`config.mk`:
```
export PLATFORM = sky130hd
export DESIGN_NAME = rr_bus_arbiter
export DESIGN_NICKNAME = d
export VERILOG_FILES = /design/src/rtl/arb_pkg.sv /design/src/rtl/rr_pick.sv /design/src/rtl/rr_bus_arbiter.sv
export SDC_FILE = /design/constraint.sdc
export NUM_CORES = 1
export LEC_CHECK = 0
export CAP_MARGIN = 20
export CORE_ASPECT_RATIO = 0.5
export CORE_MARGIN = 1
export CORE_UTILIZATION = 60
export CTS_CLUSTER_DIAMETER = 150
export CTS_CLUSTER_SIZE = 10
export DETAILED_ROUTE_END_ITERATION = 12
export GPL_TIMING_DRIVEN = 1
export PLACE_DENSITY = 0.94
export SLEW_MARGIN = 20
export SYNTH_ARGS = -nofsm -noshare
export SYNTH_HDL_FRONTEND = slang
export SYNTH_SLANG_ARGS = --single-unit
```
`constraint.sdc`:
```
create_clock -name clk -period 10.9 [get_ports clk]
set_input_delay 2.725 -clock clk [delete_from_list [all_inputs] [get_ports clk]]
set_output_delay 2.725 -clock clk [all_outputs]
set_load 0.005 [all_outputs]
```
`src/rtl/arb_pkg.sv`:
```
// ---------------------------------------------------------------------------
// arb_pkg
//   Shared definitions for the round-robin bus arbiter:
//     - IDX_W   : grant index width (select width of the 4:16 decoder)
//     - MAX_REQ : number of decoder output lines
//     - arb_state_e : arbiter FSM state encoding
//     - dec4to16    : the 4:16 decoder (s, en) that the grant index drives
// ---------------------------------------------------------------------------
package arb_pkg;

    localparam int IDX_W   = 4;
    localparam int MAX_REQ = 16;

    typedef enum logic [1:0] {
        IDLE  = 2'd0,
        GRANT = 2'd1,
        TURN  = 2'd2
    } arb_state_e;

    // 4:16 decoder: one line high for select s when en is set.
    function automatic logic [MAX_REQ-1:0] dec4to16(input logic [IDX_W-1:0] s,
                                                    input logic             en);
        dec4to16 = en ? (MAX_REQ'(1) << s) : '0;
    endfunction

endpackage

```
`src/rtl/rr_pick.sv`:
```
// ---------------------------------------------------------------------------
// rr_pick
//   Combinational round-robin winner selection. Rotates the request vector
//   so that bit ptr lands at position 0, priority-encodes the lowest set bit,
//   and adds ptr back (mod N) to recover the absolute requester index.
// Ports
//   req [N-1:0]     in   request lines
//   ptr [IDX_W-1:0] in   highest-priority requester (always < N)
//   any             out  at least one request is set
//   idx [IDX_W-1:0] out  winning requester index (valid when any=1)
// ---------------------------------------------------------------------------
module rr_pick
    import arb_pkg::*;
#(
    parameter int N = 16
) (
    input  logic [N-1:0]     req,
    input  logic [IDX_W-1:0] ptr,
    output logic             any,
    output logic [IDX_W-1:0] idx
);

    localparam logic [IDX_W:0] N_W = (IDX_W+1)'(N);

    logic [N-1:0]     rot;
    logic [IDX_W-1:0] off;
    logic [IDX_W:0]   sum;

    always_comb begin
        // NOTE: every variable gets a default before any conditional
        // assignment so the block stays purely combinational (no latches).
        any = 1'b0;
        off = '0;
        // Doubling the vector makes the rotate a plain shift; ptr < N keeps
        // the wrapped bits in the low N positions.
        rot = N'({req, req} >> ptr);
        // Scan downward so the lowest set bit (nearest to ptr) wins.
        for (int i = N - 1; i >= 0; i--) begin
            if (rot[i]) begin
                any = 1'b1;
                off = IDX_W'(i);
            end
        end
        // Explicit mod-N wrap: N need not be a power of two.
        sum = {1'b0, ptr} + {1'b0, off};
        if (sum >= N_W) begin
            sum = sum - N_W;
        end
        idx = sum[IDX_W-1:0];
    end

endmodule

```
`src/rtl/rr_bus_arbiter.sv`:
```
// ---------------------------------------------------------------------------
// rr_bus_arbiter
//   Round-robin arbiter sharing one bus among up to 16 requesters. The owner
//   keeps the grant until it pulses done, drops its request, or holds it for
//   MAX_HOLD cycles (forced release, flagged on timeout). Every release is
//   followed by one dead TURN cycle, and priority rotates to the requester
//   just above the previous owner.
// Ports
//   clk       in   rising-edge clock
//   reset     in   synchronous active-high reset
//   req       in   [N-1:0] level requests, held until served
//   done      in   owner-release pulse, ignored unless gnt_valid=1
//   gnt_valid out  grant active (decoder en)
//   gnt_idx   out  [IDX_W-1:0] current/last owner (decoder s)
//   gnt       out  [N-1:0] registered one-hot grant
//   timeout   out  one-cycle pulse on a forced release
// ---------------------------------------------------------------------------
module rr_bus_arbiter
    import arb_pkg::*;
#(
    parameter int N        = 16,
    parameter int MAX_HOLD = 64,
    parameter int CNT_W    = 7
) (
    input  logic             clk,
    input  logic             reset,
    input  logic [N-1:0]     req,
    input  logic             done,
    output logic             gnt_valid,
    output logic [IDX_W-1:0] gnt_idx,
    output logic [N-1:0]     gnt,
    output logic             timeout
);

    localparam logic [CNT_W-1:0] HOLD_LAST = CNT_W'(MAX_HOLD - 1);
    localparam logic [IDX_W-1:0] LAST_IDX  = IDX_W'(N - 1);

    arb_state_e       state_q,     state_d;
    logic [IDX_W-1:0] ptr_q,       ptr_d;
    logic [CNT_W-1:0] hold_cnt_q,  hold_cnt_d;
    logic             gnt_valid_q, gnt_valid_d;
    logic [IDX_W-1:0] gnt_idx_q,   gnt_idx_d;
    logic [N-1:0]     gnt_q,       gnt_d;
    logic             timeout_q,   timeout_d;

    logic             pick_any;
    logic [IDX_W-1:0] pick_idx;
    logic             owner_req;
    logic             rel_done;
    logic             rel_drop;
    logic             rel_hold;
    logic [MAX_REQ-1:0] dec_lines;

    rr_pick #(.N(N)) u_pick (
        .req (req),
        .ptr (ptr_q),
        .any (pick_any),
        .idx (pick_idx)
    );

    always_comb begin
        state_d     = state_q;
        ptr_d       = ptr_q;
        hold_cnt_d  = hold_cnt_q;
        gnt_idx_d   = gnt_idx_q;
        gnt_valid_d = 1'b0;
        timeout_d   = 1'b0;

        // Request line of the current owner, selected without an index wider
        // than the request vector.
        owner_req = 1'b0;
        for (int i = 0; i < N; i++) begin
            if (gnt_idx_q == IDX_W'(i)) begin
                owner_req = req[i];
            end
        end

        rel_done = done;
        rel_drop = !owner_req;
        rel_hold = (MAX_HOLD != 0) && (hold_cnt_q == HOLD_LAST);

        unique case (state_q)
            GRANT: begin
                gnt_valid_d = 1'b1;
                hold_cnt_d  = hold_cnt_q + CNT_W'(1);
                if (rel_done || rel_drop || rel_hold) begin
                    state_d     = TURN;
                    gnt_valid_d = 1'b0;
                    ptr_d       = (gnt_idx_q == LAST_IDX) ? '0 : gnt_idx_q + IDX_W'(1);
                    // A voluntary release wins over a coinciding timeout.
                    timeout_d   = rel_hold && !rel_done && !rel_drop;
                end
            end
            default: begin
                // IDLE and TURN arbitrate identically.
                hold_cnt_d = '0;
                if (pick_any) begin
                    state_d     = GRANT;
                    gnt_valid_d = 1'b1;
                    gnt_idx_d   = pick_idx;
                end else begin
                    state_d     = IDLE;
                end
            end
        endcase

        // Decode the next index/valid so gnt lines up with gnt_valid/gnt_idx.
        dec_lines = dec4to16(gnt_idx_d, gnt_valid_d);
        gnt_d     = dec_lines[N-1:0];
    end

    // NOTE: reset is synchronous here, so it is tested inside the clocked
    // branch rather than listed in the sensitivity list.
    always_ff @(posedge clk) begin
        if (reset) begin
            state_q     <= IDLE;
            ptr_q       <= '0;
            hold_cnt_q  <= '0;
            gnt_valid_q <= 1'b0;
            gnt_idx_q   <= '0;
            gnt_q       <= '0;
            timeout_q   <= 1'b0;
        end else begin
            // NOTE: non-blocking assignments so every flop samples the values
            // from before this edge, independent of statement order.
            state_q     <= state_d;
            ptr_q       <= ptr_d;
            hold_cnt_q  <= hold_cnt_d;
            gnt_valid_q <= gnt_valid_d;
            gnt_idx_q   <= gnt_idx_d;
            gnt_q       <= gnt_d;
            timeout_q   <= timeout_d;
        end
    end

    assign gnt_valid = gnt_valid_q;
    assign gnt_idx   = gnt_idx_q;
    assign gnt       = gnt_q;
    assign timeout   = timeout_q;

endmodule

```
======== Word-level counts from Yosys, hierarchy flattened ========
Cells that the tools add are included.
word-level totals
  output and inout port bits .............. 22
  input bits .............................. 19
  ROM bits ................................ 0
  memories kept ........................... 0
  logic and storage cells ................. 104
  latch bits .............................. 0
  RAM bits ................................ 0
  bits in registers ....................... 35
cells by class
  add/subtract/negate cells ............... 4
  divide/modulo/power cells ............... 0
  shifts and indexed selects .............. 2
  eq/ne operators ......................... 18
  multiply operators ...................... 0
  muxes and demuxes ....................... 58
  $lt $le $gt $ge ......................... 1
  bitwise logic cells ..................... 3
  reduce and logical (&&, ||, !) cells .... 11
operator list
  cell                    number
  $mux W4                 20
  $mux W1                 36
  $eq A4 B4 Y1 const B    8
  $shr A32 B4 Y16         1
  $eq A4 B3 Y1 const B    4
  $shl A1 B4 Y16 const A  1
  $eq A4 B2 Y1 const B    2
  $add A7 B1 Y7 const B   1
  $eq A7 B6 Y1 const B    1
  $add A4 B4 Y5           1
  $ge A5 B5 Y1 const B    1
  $add A4 B1 Y4 const B   1
  $eq A4 B1 Y1 const B    1
  $logic_not A4 Y1        1
  $mux W2                 2
  $reduce_or A2 Y1        2
  $sub A4 B1 Y4 const B   1
  $not A1 Y1              3
  $reduce_or A3 Y1        1
  $eq A2 B1 Y1 const B    1
  $logic_and A1 B1 Y1     2
  $logic_not A1 Y1        2
  $logic_or A1 B1 Y1      2
  $ne A2 B2 Y1 const B    1
  $reduce_and A2 Y1       1

======== Longest topological paths before layout ========
Gate-level depths: netlist of the first run.
  depth after elaboration ................. 24
  gate-level depth with buffers ........... 17

======== Hierarchy ========
A second synthesis of the first run with hierarchy kept.
second synthesis, totals
  cells, all modules ...................... 308
  area total of the unflattened synthesis .. 2905.3 um^2
by module, submodules not included
  module          times used  cells each  area an instance (um^2)  seq. area each (um^2)
  rr_bus_arbiter  1           179         1585.3                   700.7
  rr_pick         1           129         1320.0                   0.0

======== Worst setup path before layout of the first run ========
No wires, ideal clock.
  path kind ............................... input port to flip-flop
  from .................................... input port req[6]
  to ...................................... register gnt_q[4], in the netlist gnt[4]
  setup time .............................. 78 ps
  stages on the path ...................... 15
  data required time ...................... 10822 ps
  data arrival time ....................... 6347 ps
  slack ................................... 4475 ps
  cells stage by stage .................... mux2_1 -> a22oi_1 -> or3b_2 -> nor2b_1 -> o31a_1 -> o311a_1 -> o211a_1 -> ha_1 -> a21o_1 -> a21oi_1 -> xnor2_1 -> or3_1 -> a2111oi_0 -> a211oi_2 -> nor3_1
between the ends
  cells in the longest elaborated chain, start to end .. 23
  elaborated cells on any way between the ends .. 58
ends and longest elaborated chain
  item                                                  line                          source
  from (decl)                                           rr_bus_arbiter.sv:27          input logic [N-1:0] req,
  $shr A32 B4 Y16                                       rr_pick.sv:36                 rot = N'({req, req} >> ptr);
  $mux W4 (16 in series)                                rr_pick.sv:39                 if (rot[i]) begin
  $add A4 B4 Y5                                         rr_pick.sv:45                 sum = {1'b0, ptr} + {1'b0, off};
  $sub A4 B1 Y4 / $ge A5 B5 Y1 (equally long branches)  rr_pick.sv:47, rr_pick.sv:46
  $mux W4                                               rr_pick.sv:46                 if (sum >= N_W) begin
  $mux W4                                               rr_bus_arbiter.sv:97          if (pick_any) begin
  $mux W4                                               rr_bus_arbiter.sv:82          unique case (state_q)
  $shl A1 B4 Y16                                        arb_pkg.sv:23                 dec4to16 = en ? (MAX_REQ'(1) << s) : '0;
  to (signal assigned)                                  rr_bus_arbiter.sv:131         gnt_q <= gnt_d;
  to (decl)                                             rr_bus_arbiter.sv:43          logic [N-1:0] gnt_q, gnt_d;
Several ways; a longest one is shown, not always the timed one.
A chain may end at the register's enable or synchronous reset.

======== Worst setup path after layout of the first run ========
  from .................................... input port req[6]
  to ...................................... register gnt_q[3], in the netlist gnt[3]
Same word-level chain as after synthesis.

==> results of run 1 <==
==> cells in the mapped netlist (all sizes together) (8+ instances only) <==
cell type / instances / area, um2
buf: 8 / 60.05
nor2: 29 / 108.9
inv: 11 / 41.29
clkbuf: 11 / 41.29
mux4: 14 / 315.3
mux2: 13 / 157.7
nor3: 15 / 75.07
nand3: 8 / 40.04
nor2b: 8 / 50.05
ha: 8 / 100.1
dfxtp: 35 / 700.7
a21oi: 21 / 105.1
o21ai: 13 / 65.06
nand2: 29 / 108.9
nand2b: 8 / 50.05
mux2i: 22 / 236.5
a211oi: 12 / 95.09
==> cell families (layout without fill, tap and decap cells) <==
family	after synthesis	in the layout
xor gates and xnor gates	6	6
and+or+nand+nor	124	124
DFF	35	35
adders and majority gates	9	9
AOI/OAI and AO/OA	97	97
muxes	49	49
buffers and inverters	30	60
==> critical path, stage by stage <==
cell and delay [ns]:
clkdlybuf4s50_1 0.53, mux2_1 0.37, a22oi_1 0.18, or3b_2 0.48, nor2b_1 0.15, o31a_1 0.27, o311a_1 0.35, o211a_1 0.21
ha_1 0.26, a21o_1 0.18, a21oi_1 0.18, xnor2_1 0.14, or3_1 0.38, a2111oi_0 0.56, a211oi_2 0.20, nor3_1 0.19
==> stage by stage <==
| step | utilization (%) | cell area, um2 | power [mW] | setup slack (ns) |
|---|---|---|---|---|
| 4_1_cts | 73.01 | 3601 | 0.7909 | 3.806 |
| 3_3_place_gp | 70.55 | 3480 | 0.6441 | 3.751 |
| 6_report | 73.03 | 3602 | 0.7981 | 3.752 |
| 2_1_floorplan | - | 3085 | 0.5440 | 4.475 |
| 5_1_grt | 73.03 | 3602 | 0.8472 | 3.525 |
| 3_5_place_dp | 70.55 | 3480 | 0.6615 | 3.504 |
==> registers in the layout, indices dropped and copies added, names as in the netlist <==
signal / flops
ptr_q: 4
timeout: 1
hold_cnt_q: 7
gnt: 16
gnt_idx: 4
gnt_valid: 1
state_q: 2
==> worst paths after layout <==
| check | from | to | cells after the start |
|---|---|---|---|
| worst max-delay path | req[6] | gnt[3]$_SDFF_PP0_ | 16 |
| worst min-delay path | hold_cnt_q[0]$_SDFF_PP0_ | hold_cnt_q[0]$_SDFF_PP0_ | 1 |
| worst max register to register | ptr_q[0]$_SDFFE_PP0P_ | gnt[3]$_SDFF_PP0_ | 15 |
| worst min register to register | hold_cnt_q[0]$_SDFF_PP0_ | hold_cnt_q[0]$_SDFF_PP0_ | 1 |
==> layer usage <==
metal | up-vias | GRT usage [%] | part of all wire, %
li1 | 1408 | - | -
met1 | 1422 | 42.25 | 42
met2 | 139 | 53.86 | 47
met3 | 23 | 5.867 | 8.0
met4 | 0 | 11.97 | 2.1
met5 | - | 0 | 0
==> report_power, final <==
group	leakage, nW	switching [mW]	internal (mW)
clock	0.0618	0.0505	0.0752
combinational	0.869	0.272	0.216
sequential	0.285	0.0382	0.147
total	1.22	0.360	0.438
==> final cells by class <==
class / count / area, um2 / area share, %
flip-flops and latches: 35 / 701.9 / 19.49
well taps: 70 / 87.58 / 2.431
multi-input cells: 285 / 2242 / 62.24
clock buffers: 6 / 82.58 / 2.292
inverters: 11 / 41.29 / 1.146
clock inverters: 2 / 38.79 / 1.077
repair buffers: 41 / 407.9 / 11.32
==> metrics.txt, run 1 <==
outcome finished clean; worst-margin pin slew 0.9883 ns; most common cell after layout, fill and taps aside clkdlybuf4s50_1; initial antenna violation count 0; post-synthesis cell count 350; CTS H-tree lvls 2; DRT Pass-1 Iters 5; slew margin rel. 34.02%; dpl cells 442; Worst-Skew Late Latency 0.30 ns; post_cts resized 0; crit path launch type primary input; WHS 0.4579 ns; drt drc 0; Finish-stage setup viols 0; Critical Path End Type register; Ant. Diodes 0; critical path type in -> reg; Longest Clk Path Bufs 2; First DRT Iteration DRCs 231; largest net degree at the start of global routing 32; antenna-violating nets left 0; Cell Rows 18; EDFF count, synth 0; clock root buffer clkbuf_8; Worst Skew 0.004866 ns; YS warnings 0; Area Overhead vs Synth 16.75%; number of global-route vias before repair 2742; HP Class reg -> reg; TNS Setup 0 ns; core area 4932 um2; clk sinks 35; Post-synth ARST share 0%; layout cells sized above 1 13.42%; die width 103.4 um; most frequent cells in the layout clkdlybuf4s50_1, dfxtp_1, nand2_1, nor2_1, a21oi_1; CTS clk-pin slew, worst paths 0.08 ns; Top FF cell, synth dfxtp_1; syn_nets 378; flop2flop setup slack 5.78 ns; # port buffers 40; routed vias 2992; post-synthesis cell type count 68; syn avg cell area 8.816 um2; fin crit share 65.57%; CP required 11.12 ns; Total Routed Length 8.390 mm; first-pass GRT wire length 13.13 mm; Max Cap Viol 0; CTS tree done; gr usage total 32.37%; hpwl dp 6.212 mm; Arr. time, crit path 7.36 ns; mux share of post-synthesis cell area 22.99%; Ports 41; Starting Density 62.56%; RSZ-0062 raised after global routing false; CP Max Fanout 8; Post-Synth Simple-Gate Area 20.40%; DR WL/cell 18.64 um; Die Y 52.71 um; GRT Residual Overflow 0; Yosys reg bits 35; maximum vdd drop 0.0001656 V; main combinational cell family by area after synthesis compound AO/OA/AOI/OAI gates; final-report hold violation count 0; crit path time final 7.148 ns; routability cong. 0.9458; xor/xnor share of the synthesized area 1.703%; area of the mapped netlist 3085 um2; static leakage 1.216 nW; adder-cell area share of the yosys netlist 3.893%; Slew Viols, Final 0; post-synthesis compound-gate area fraction 23.68%; Hold-fix buffers, CTS 0; die area 5450 um2; f_max 139.9 MHz; Num CTS Buffers 5; pwr dens 221.6 nW/um2; drt via density 6.649; Post-layout nets 407; fill count 325; post-synthesis sequential area ratio 22.71%; post-CTS setup buffers 0; Cell Count, Final, Fillers Out 450
No activity file was read; power rests on OpenSTA's default activity.
==> run 2, diff against run 1 <==
--- a/config.mk
+++ b/config.mk
@@ -8,12 +8,12 @@
 export CAP_MARGIN = 20
 export CORE_ASPECT_RATIO = 0.5
 export CORE_MARGIN = 1
-export CORE_UTILIZATION = 60
+export CORE_UTILIZATION = 56
 export CTS_CLUSTER_DIAMETER = 150
 export CTS_CLUSTER_SIZE = 10
 export DETAILED_ROUTE_END_ITERATION = 12
 export GPL_TIMING_DRIVEN = 1
-export PLACE_DENSITY = 0.94
+export PLACE_DENSITY = 0.89
 export SLEW_MARGIN = 20
 export SYNTH_ARGS = -nofsm -noshare
 export SYNTH_HDL_FRONTEND = slang
==> constraint.sdc (replaced) <==
create_clock -name clk -period 6.7 [get_ports clk]
set_input_delay 1.675 -clock clk [delete_from_list [all_inputs] [get_ports clk]]
set_output_delay 1.675 -clock clk [all_outputs]
set_load 0.005 [all_outputs]
==> metrics.txt, run 2 (same netlist as run 1, synthesis figures left out) <==
outcome finished clean; CP max-delay cell clkdlybuf4s50_1; hpwl dp 6.283 mm; clk sinks 35; final core occ 70.00%; layout cells sized above 1 13.16%; drt via density 6.864; Area Overhead vs Synth 15.98%; WHS 0.4623 ns; Worst Skew 0.007620 ns; Ant. Diodes 0; max incr delay on CP 0.55 ns; drt drc 0; die area 5829 um2; fill count 368; fin crit share 91.64%; max FFs per register 16; initial antenna violation count 0; met1 wire length 3.408 mm; Die Y 54.49 um; CTS clk-pin slew, worst paths 0.07 ns; most frequent cells in the layout clkdlybuf4s50_1, dfxtp_1, nand2_1, nor2_1, a21oi_1; antenna-violating nets left 0; slew margin rel. 28.50%; GRT Residual Overflow 0; met2 WL 4.019 mm; maximum vdd drop 0.0002669 V; die width 107.0 um; crit path time final 6.140 ns; DRT Pass-1 Iters 5; Arr. time, crit path 6.35 ns; static leakage 1.201 nW; CTS H-tree lvls 2; post_cts resized 0; Hold-fix buffers, CTS 0; pwr dens 354.1 nW/um2; Num CTS Buffers 5; Finish-stage setup viols 0; Slew Viols, Final 0; Worst-Skew Late Latency 0.29 ns; core area 5112 um2; TNS Setup 0 ns; dpl cells 442; CTS tree done; largest net degree at the start of global routing 30; CP required 6.91 ns; gr usage total 29.17%; Cell Count, Final, Fillers Out 450; worst-margin pin slew 1.071 ns; post-route cell area 3578 um2; HP Class reg -> reg; Ports 41; final-report hold violation count 0; DR WL/cell 18.66 um; # port buffers 40; Longest Clk Path Bufs 2; number of global-route vias before repair 2772; most common cell after layout, fill and taps aside clkdlybuf4s50_1; CP Max Fanout 8; critical path, cell by cell clkdlybuf4s50_1 > mux2_1 > a22oi_1 > or3b_2 > nor2b_1 > o31a_1 > o311a_1 > o211a_1 > ha_1 > a21o_1 > a21oi_1 > xnor2_1 > or3_1 > a2111oi_0 > a211oi_2 > nor3_1; Total Routed Length 8.398 mm; routability cong. 0.9494; placed cell area 3480 um2; crit path launch type primary input; routed vias 3089; Cell Rows 18; first-pass GRT wire length 13.20 mm; DR top layer met4; Starting Density 60.35%; met3 WL post-DR 769 um; Max Cap Viol 0; Post-layout nets 407; Critical Path End Type register; RSZ-0062 raised after global routing false; clock root buffer clkbuf_8; First DRT Iteration DRCs 244; post-CTS setup buffers 0; critical path type in -> reg; f_max 162.9 MHz
## run 2: changes by cell type in the layout (fill, tap and decap cells not counted)
cell / change
bufinv_16: -1
clkinv_4: +1
clkinvlp_4: +1
dfxtp_1: +1
dfxtp_2: -1
inv_6: -1
## run 2: path summary, 6_finish.rpt
| kind | start | end | slack (ns) | depth (start not counted) |
|---|---|---|---|---|
| setup / recovery | req[6] | gnt[4]$_SDFF_PP0_ | 0.56 | 16 |
| hold / removal | hold_cnt_q[0]$_SDFF_PP0_ | hold_cnt_q[0]$_SDFF_PP0_ | 0.46 | 1 |
| setup reg to reg | ptr_q[1]$_SDFFE_PP0P_ | gnt[4]$_SDFF_PP0_ | 1.27 | 16 |
| hold reg to reg | hold_cnt_q[0]$_SDFF_PP0_ | hold_cnt_q[0]$_SDFF_PP0_ | 0.46 | 1 |
## run 2: where the power goes
part / switching (mW) / internal (mW)
clock network: 0.0793 / 0.0838
registers: 0.0705 / 0.238
logic: 0.442 / 0.353
total: 0.592 / 0.675
## run 2: per-stage QoR
step	setup slack [ns]	power, mW
floorplan	1.325	0.8850
global placement	0.6023	1.042
detailed placement	0.3891	1.077
CTS	0.6155	1.246
global route	0.2812	1.340
finish	0.5604	1.267
## run 2: area by class of cell
type / instances / area [um2] / share of cell area, %
clock buffer: 6 / 82.58 / 2.308
inverter: 11 / 41.29 / 1.154
sequential: 35 / 700.7 / 19.58
multi-input combinational: 285 / 2242 / 62.66
timing repair buffer: 41 / 407.9 / 11.40
clock inverter: 2 / 16.27 / 0.4545
tap: 70 / 87.58 / 2.448
## run 2: critical path, delay by kind of cell
kind            cells  cell delay [ns]
simple gates        4             1.21
fa+ha+maj           1             0.27
mux                 1             0.37
buf+inv             1             0.55
xor+xnor            1             0.16
compound gates      8             2.09
## run 2: routing by layer
layer  vias up  global-route usage (%)
met3        28                   4.405
met2       210                   51.51
li1       1402                       -
met4         0                   13.01
met1      1449                   36.69
met5         -                       0
==> run 3, diff against run 2 <==
--- a/config.mk
+++ b/config.mk
@@ -8,12 +8,13 @@
 export CAP_MARGIN = 20
 export CORE_ASPECT_RATIO = 0.5
 export CORE_MARGIN = 1
-export CORE_UTILIZATION = 56
+export CORE_UTILIZATION = 64
 export CTS_CLUSTER_DIAMETER = 150
 export CTS_CLUSTER_SIZE = 10
 export DETAILED_ROUTE_END_ITERATION = 12
+export DONT_BUFFER_PORTS = 1
 export GPL_TIMING_DRIVEN = 1
-export PLACE_DENSITY = 0.89
+export PLACE_DENSITY = 0.88
 export SLEW_MARGIN = 20
 export SYNTH_ARGS = -nofsm -noshare
 export SYNTH_HDL_FRONTEND = slang
==> metrics.txt, run 3 (same netlist as run 1, synthesis figures left out) <==
Ant. Diodes 0; Starting Density 68.42%; post_cts resized 0; DR WL/cell 20.90 um; die width 100.2 um; crit path launch type primary input; first-pass GRT wire length 13.74 mm; core area 4509 um2; routability cong. 1.028; DR top layer met4; GRT Residual Overflow 0; hpwl dp 6.091 mm; RSZ-0062 raised after global routing false; CP Max Fanout 8; largest net degree at the start of global routing 30; placed cell area 3089 um2; CP required 6.92 ns; static leakage 1.077 nW; fill count 336; max incr delay on CP 0.53 ns; # port buffers 0; antenna-violating nets left 0; slew margin rel. 43.65%; Cell Count, Final, Fillers Out 408; pwr dens 391.1 nW/um2; critical path, cell by cell mux4_2 > or3b_2 > nor2b_1 > o31a_1 > o311a_1 > o211a_1 > ha_1 > a21o_1 > a21oi_1 > xnor2_1 > or3_1 > a2111oi_0 > a211oi_2 > nor3_1; hold wc startpoint hold_cnt_q[0]$_SDFF_PP0_; worst-margin pin slew 0.8441 ns; Arr. time, crit path 5.69 ns; DRT Pass-1 Iters 5; die area 5119 um2; Hold-fix buffers, CTS 0; Max Cap Viol 0; f_max 182.8 MHz; Worst Skew 0.004160 ns; number of global-route vias before repair 2775; critical path type in -> reg; Hold EP hold_cnt_q[0]$_SDFF_PP0_; maximum vdd drop 0.0002940 V; met2 WL 3.836 mm; WHS 0.4672 ns; fin crit share 81.67%; Post-layout nets 369; clock root buffer clkbuf_8; Crit Reg-Reg Endpoint gnt[2]$_SDFF_PP0_; Total Routed Length 8.529 mm; Finish-stage setup viols 0; worst reg2reg startpoint ptr_q[1]$_SDFFE_PP0P_; CTS clk-pin slew, worst paths 0.08 ns; Area Overhead vs Synth 3.893%; HP Class reg -> reg; multi-input logic area 2242 um2; clk sinks 35; R2R depth 16; layout cells sized above 1 15.20%; CTS tree done; post-route cell area 3206 um2; met1 wire length 3.518 mm; Ports 41; max FFs per register 16; Sequential cell area 700.7 um2; Num CTS Buffers 5; Worst-Skew Late Latency 0.29 ns; Longest Clk Path Bufs 2; Cell Rows 17; TNS Setup 0 ns; Slew Viols, Final 0; Critical Path End Type register; post-CTS setup buffers 0; drt drc 0; worst hold stages 1; final core occ 71.09%; Setup crit start req[5]; DP Worst Slack 1.017 ns; gr usage total 35.03%; Power Total 1.254 mW; initial antenna violation count 0; met3 WL post-DR 932 um; Largest delay share family, worst path compound AO/OA/AOI/OAI gates; crit path time final 5.472 ns; flop2flop setup slack 1.27 ns; final worst slack 1.228 ns; Die Y 51.10 um; drt via density 7.316; most frequent cells in the layout dfxtp_1, nand2_1, nor2_1, a21oi_1, mux2i_1; Worst Path Buf+Inv 0; CP max-delay cell a2111oi_0; outcome finished clean; most common cell after layout, fill and taps aside dfxtp_1; routed vias 2985; CTS H-tree lvls 2; final-report hold violation count 0; First DRT Iteration DRCs 297; dpl cells 400
-- run 3: changes by cell type in the layout (fill, tap and decap cells not counted), sizes merged --
cell,before,now
clkdlybuf4s50,40,0
clkbuf,6,5
buf,1,3
bufinv,0,1
clkinvlp,1,0
inv,11,12
-- run 3: per-layer routing --
layer  global-route usage, %  up-vias
met5                       0        -
met4                   16.43        0
met3                   9.302       30
met2                   56.05      198
met1                   44.75     1432
li1                        -     1325
-- run 3: worst max-delay path by stage --
| stage | end | slack [ns] | depth (start not counted) |
|---|---|---|---|
| floorplan | gnt[4]$_SDFF_PP0_ | 1.33 | 15 |
| global placement | gnt[3]$_SDFF_PP0_ | 1.18 | 15 |
| detailed placement | gnt[4]$_SDFF_PP0_ | 1.02 | 15 |
| CTS | gnt[2]$_SDFF_PP0_ | 1.29 | 15 |
| global route | gnt[7]$_SDFF_PP0_ | 0.93 | 16 |
| finish | gnt[2]$_SDFF_PP0_ | 1.23 | 14 |
-- run 3: worst register-to-register path: stages (launching register included) --
cell	delay [ns]
dfxtp_1	0.87
buf_4	0.40
mux2_1	0.37
a22oi_1	0.17
or3b_2	0.50
nor2b_1	0.16
o31a_1	0.27
o311a_1	0.36
o211a_1	0.22
ha_1	0.27
a21o_1	0.17
a21oi_1	0.18
xnor2_1	0.14
or3_1	0.37
a2111oi_0	0.53
a211oi_2	0.19
nor3_1	0.17
-- run 3: area by class of cell --
| class | instances | share of cell area, % |
|---|---|---|
| inverters | 11 | 1.288 |
| flip-flops and latches | 35 | 21.86 |
| multi-input cells | 285 | 69.95 |
| clock inverters | 3 | 1.483 |
| well taps | 66 | 2.576 |
| repair buffers | 3 | 0.7026 |
| clock buffers | 5 | 2.147 |
-- run 3: power by group --
part / switching, mW / internal [mW] / leakage [nW] / total, mW
Clock: 0.0813 / 0.113 / 0.0587 / 0.194
Sequential: 0.0496 / 0.238 / 0.284 / 0.288
Combinational: 0.456 / 0.316 / 0.734 / 0.772
